**src/rtl/swi_conditioner_if.sv**
```systemverilog
// Switch-conditioning bus: raw switch levels in, debounced levels and edge/toggle events out.
interface swi_conditioner_if #(
  parameter int unsigned NBITS = 8
);
  logic [NBITS-1:0] swi_raw;
  logic [NBITS-1:0] swi_clean;
  logic [NBITS-1:0] swi_rise;
  logic [NBITS-1:0] swi_fall;
  logic [NBITS-1:0] swi_toggle;
  logic             swi_any_edge;

  modport master (
    output swi_raw,
    input  swi_clean,
    input  swi_rise,
    input  swi_fall,
    input  swi_toggle,
    input  swi_any_edge
  );

  modport slave (
    input  swi_raw,
    output swi_clean,
    output swi_rise,
    output swi_fall,
    output swi_toggle,
    output swi_any_edge
  );
endinterface

```
**src/rtl/swi_conditioner.sv**
```systemverilog
// Slide-switch conditioner: two-flop synchroniser plus per-bit debouncer,
// with one-cycle rise/fall pulses and per-bit toggle latches.
module swi_conditioner #(
  parameter int unsigned NBITS           = 8,
  parameter int unsigned DEBOUNCE_CYCLES = 4
) (
  input logic             clk_2,
  input logic             reset_n,
  swi_conditioner_if.slave swi
);

  localparam int unsigned CNT_W = $clog2(DEBOUNCE_CYCLES + 1);
  localparam logic [CNT_W-1:0] CntLast = CNT_W'(DEBOUNCE_CYCLES - 1);
  localparam logic [CNT_W-1:0] CntOne  = CNT_W'(1);

  logic [NBITS-1:0] sync1_q, sync2_q;
  logic [NBITS-1:0] clean_q, clean_d;
  logic [NBITS-1:0] rise_q, rise_d;
  logic [NBITS-1:0] fall_q, fall_d;
  logic [NBITS-1:0] toggle_q, toggle_d;
  logic             any_q, any_d;
  logic [CNT_W-1:0] cnt_q [NBITS];
  logic [CNT_W-1:0] cnt_d [NBITS];

  always_comb begin
    clean_d  = clean_q;
    toggle_d = toggle_q;
    rise_d   = '0;
    fall_d   = '0;
    for (int unsigned i = 0; i < NBITS; i++) begin
      cnt_d[i] = '0;
      // Any return of sync2 to the clean level drops the partial count.
      if (sync2_q[i] != clean_q[i]) begin
        if (cnt_q[i] == CntLast) begin
          clean_d[i]  = sync2_q[i];
          rise_d[i]   = sync2_q[i];
          fall_d[i]   = ~sync2_q[i];
          toggle_d[i] = toggle_q[i] ^ sync2_q[i];
        end else begin
          cnt_d[i] = cnt_q[i] + CntOne;
        end
      end
    end
    any_d = |(rise_d | fall_d);
  end

  always_ff @(posedge clk_2) begin
    if (!reset_n) begin
      sync1_q  <= '0;
      sync2_q  <= '0;
      clean_q  <= '0;
      rise_q   <= '0;
      fall_q   <= '0;
      toggle_q <= '0;
      any_q    <= 1'b0;
      for (int unsigned i = 0; i < NBITS; i++) begin
        cnt_q[i] <= '0;
      end
    end else begin
      sync1_q  <= swi.swi_raw;
      sync2_q  <= sync1_q;
      clean_q  <= clean_d;
      rise_q   <= rise_d;
      fall_q   <= fall_d;
      toggle_q <= toggle_d;
      any_q    <= any_d;
      for (int unsigned i = 0; i < NBITS; i++) begin
        cnt_q[i] <= cnt_d[i];
      end
    end
  end

  assign swi.swi_clean    = clean_q;
  assign swi.swi_rise     = rise_q;
  assign swi.swi_fall     = fall_q;
  assign swi.swi_toggle   = toggle_q;
  assign swi.swi_any_edge = any_q;

endmodule

```
**src/flat_wrapper.sv**
```systemverilog
// flat-port wrapper written by rule: the top's interface ports become plain ports
module swi_conditioner_flat 
#(
  parameter int unsigned NBITS           = 8,
  parameter int unsigned DEBOUNCE_CYCLES = 4
)
  (clk_2, reset_n, swi_swi_raw, swi_swi_clean, swi_swi_rise, swi_swi_fall, swi_swi_toggle, swi_swi_any_edge);
  swi_conditioner_if #(.NBITS(NBITS)) swi_i ();
  input logic clk_2;
  input logic reset_n;
  input wire logic [$bits(swi_i.swi_raw)-1:0] swi_swi_raw;
  output wire logic [$bits(swi_i.swi_clean)-1:0] swi_swi_clean;
  output wire logic [$bits(swi_i.swi_rise)-1:0] swi_swi_rise;
  output wire logic [$bits(swi_i.swi_fall)-1:0] swi_swi_fall;
  output wire logic [$bits(swi_i.swi_toggle)-1:0] swi_swi_toggle;
  output wire logic [$bits(swi_i.swi_any_edge)-1:0] swi_swi_any_edge;
  assign swi_i.swi_raw = swi_swi_raw;
  assign swi_swi_clean = swi_i.swi_clean;
  assign swi_swi_rise = swi_i.swi_rise;
  assign swi_swi_fall = swi_i.swi_fall;
  assign swi_swi_toggle = swi_i.swi_toggle;
  assign swi_swi_any_edge = swi_i.swi_any_edge;
  swi_conditioner #(.NBITS(NBITS), .DEBOUNCE_CYCLES(DEBOUNCE_CYCLES)) u_core (.clk_2(clk_2), .reset_n(reset_n), .swi(swi_i));
endmodule
```
**config.mk**
```make
export PLATFORM = sky130hd
export DESIGN_NAME = swi_conditioner_flat
export DESIGN_NICKNAME = d
export VERILOG_FILES = /design/src/rtl/swi_conditioner_if.sv /design/src/rtl/swi_conditioner.sv /design/src/flat_wrapper.sv
export SDC_FILE = /design/constraint.sdc
export NUM_CORES = 1
export LEC_CHECK = 0
export ABC_AREA = 1
export BUFFER_PORTS_ARGS = -buffer_cell sky130_fd_sc_hd__buf_2
export CAP_MARGIN = 15
export CORE_MARGIN = 3
export CORE_UTILIZATION = 40
export CTS_CLUSTER_SIZE = 40
export DETAILED_ROUTE_END_ITERATION = 7
export PLACE_DENSITY_LB_ADDON = 0.1
export SYNTH_ARGS = -nofsm -noshare
export SYNTH_HDL_FRONTEND = slang
export SYNTH_SLANG_ARGS = --single-unit
```
**constraint.sdc**
```tcl
create_clock -name clk_2 -period 1.2 [get_ports clk_2]
set_input_delay 0.06 -clock clk_2 [delete_from_list [all_inputs] [get_ports clk_2]]
set_output_delay 0.06 -clock clk_2 [all_outputs]
set_load 0.005 [all_outputs]
```
==> metrics <==
Site Rows=28; global-route wire length before repair=8.217 mm; WHS=0.1713 ns; CP max FO=3; detailed placement HPWL=2.884 mm; Avg Cell Area, Syn=8.660 um^2; most frequent CP cell=nor2_1; crit path kind=register to register; Worst slew margin=69.83%; crit path DAT=1.46 ns; startpoint of the worst hold path=reset_n; share of cells above drive strength 1=35.92%; H-tree levels=3; Power Dens Cells=1248 nW/um^2; final period utilization=104.2%; status=finished, violations left; FF-to-FF Start=u_core.cnt_q[0][12]; Area contributors post-synth=dfxtp_1 58%, nor2_1 9.6%, inv_1 8.0%; failing checks=setup timing; via count=1963; worst clock skew=0.006383 ns; CTS buffer count=9; total track usage=14.31%; area grow syn2layout=43.15%; setup ws final=-0.05012 ns; Achievable Freq=799.9 MHz; max_cap viols=0; Worst Setup Start Kind=register; Top Ports=43; Max Slew Vio Count=0; Clock Latency Late Sink=0.33 ns; Syn Inst Count=292; Pre-Repair DR Iteration Count=4; slew at the pin closest to its max-slew limit=0.4519 ns; Total Wirelength=4.673 mm; Die Wd=85.51 um; DRC=0; RSZ-0062 raised after global routing=yes; vias in the first global route=1926; syn_nets=318; Max VDD drop=0.6832 mV; slowest CP cell=dfxtp_2; Worst Setup SP=u_core.cnt_q[0][12]; chip height=85.51 um; Final nets=395; number of buffers added on ports=42; Seq/Total Area, Yosys=57.79%; Yosys reg bits=73; Hold Crit Class=primary input to register; Clock Path Buffers=2; Synth top area share=57.79%; clock slew at reported path FFs=0.07 ns; setup_tns=-0.05626 ns; Inserted Diodes=0; DRT iter0 DRCs=41; drt wl/cell=10.43 um; core area=6026 um^2; CP cell instances=ha_4, ha_4, nand3_4, nand2_2, nor2_1, nand2_1, nor2_1, nor2_1; Final Hold Viols=0; GRT overflow=0; cell at the root of the clock tree=clkbuf_8; Worst path max stage delay=0.34 ns; starting density of the core=41.96%; Worst Path Required=1.41 ns; TritonCTS clock tree=yes; GPL Wtd Cong=0.7186; die area=7312 um^2; Vias/cell=4.382; Design Power=4.516 mW; Crit. End Element=register; initial antenna violation count=0; CTS Sinks=73; Leakage=1.670 nW; Final Setup Violations=2; final worst path period need=1.250 ns; most frequent cells in the layout=64 x nor2_1, 57 x dfxtp_1, 54 x inv_1, 42 x buf_2, 27 x nand2_1; Synth Warn #=0; biggest area consumer among synthesized cells=dfxtp_1; # fillers=541; commonest non-fill, non-tap cell in the layout=nor2_1; Routed Antenna Nets=0; library cells used by synthesis=15; synthesized area=2529 um^2; largest net degree at the start of global routing=32
==> worst max-delay path: cells and delay by family (launching register included) <==
| family | cells | cell delay [ns] |
|---|---|---|
| adders and majority gates | 2 | 0.33 |
| DFF | 1 | 0.34 |
| and+or+nand+nor | 6 | 0.45 |
==> report_power, final <==
group | internal, mW | switching (mW) | total (mW)
logic | 0.0601 | 0.0767 | 0.137
clock network | 1.06 | 0.844 | 1.90
registers | 2.46 | 0.0220 | 2.48
total | 3.57 | 0.943 | 4.52
==> repair_timing <==
| item | CTS | global route |
|---|---|---|
| setup endpoints to repair | 14 | 15 |
| setup buffers | 3 | 2 |
| resized for setup | 38 | 27 |
| pin swaps | 19 | 18 |
| hold endpoints to repair | 8 | 0 |
| hold buffers | 8 | 0 |
==> registers in the layout, summed over array words and instances, names as in the netlist <==
register and flops:
u_core.cnt_q 24, u_core.swi.swi_clean 8, u_core.swi.swi_fall 8, u_core.swi.swi_rise 8
u_core.swi.swi_toggle 8, u_core.sync1_q 8, u_core.sync2_q 8, u_core.swi.swi_any_edge 1
==> per-stage QoR <==
stage | utilization [%] | area [um^2] | setup slack, ns | instances
2_1_floorplan | - | 2614 | 0.002274 | 292
6_report | 60.07 | 3620 | -0.05012 | 448
4_1_cts | 58.58 | 3530 | -0.07587 | 446
3_5_place_dp | 50.02 | 3014 | -0.1289 | 420
3_3_place_gp | 50.02 | 3014 | -0.1215 | 420
5_1_grt | 60.07 | 3620 | -0.1613 | 448
==> layout make-up <==
class | count | area, um^2 | area share, %
Clock buffer | 12 | 155.1 | 4.286
Clock inverter | 3 | 40.04 | 1.106
Inverter | 55 | 206.4 | 5.703
Multi-Input combinational cell | 159 | 1172 | 32.39
Sequential cell | 73 | 1481 | 40.93
Tap cell | 75 | 93.84 | 2.592
Timing Repair Buffer | 71 | 470.5 | 13.00
==> worst paths after layout <==
path	end	slack (ns)	cells past startpoint
max	u_core.swi.swi_any_edge	-0.05	8
min	u_core.swi.swi_fall[0]	0.17	3
max reg2reg	u_core.swi.swi_any_edge	-0.05	8
min reg2reg	u_core.sync2_q[1]	0.42	2
==> kinds of logic after synthesis <==
logic type | synth area share [%]
buf+inv | 9.104
xor+xnor | 0.6929
fa+ha+maj | 7.917
compound gates | 7.026
simple gates | 17.47
flops | 57.79
==> Yosys cell counts (all sizes together) <==
cell	n
dfxtp	73
nor2	65
inv	55
nand2	28
ha	16
o21ai	15
nand3	14
a21oi	10
a31o	6
buf	4
nand3b	3
xor2	2
clkbuf	1
==> metal layers <==
metal,GRT usage (%),up-vias,share of wire [%]
li1,-,1051,-
met1,16.21,870,46
met2,24.51,33,48
met3,4.323,9,4.4
met4,6.906,0,2.1
met5,0,-,0
Power figures use the tool's default switching activity.
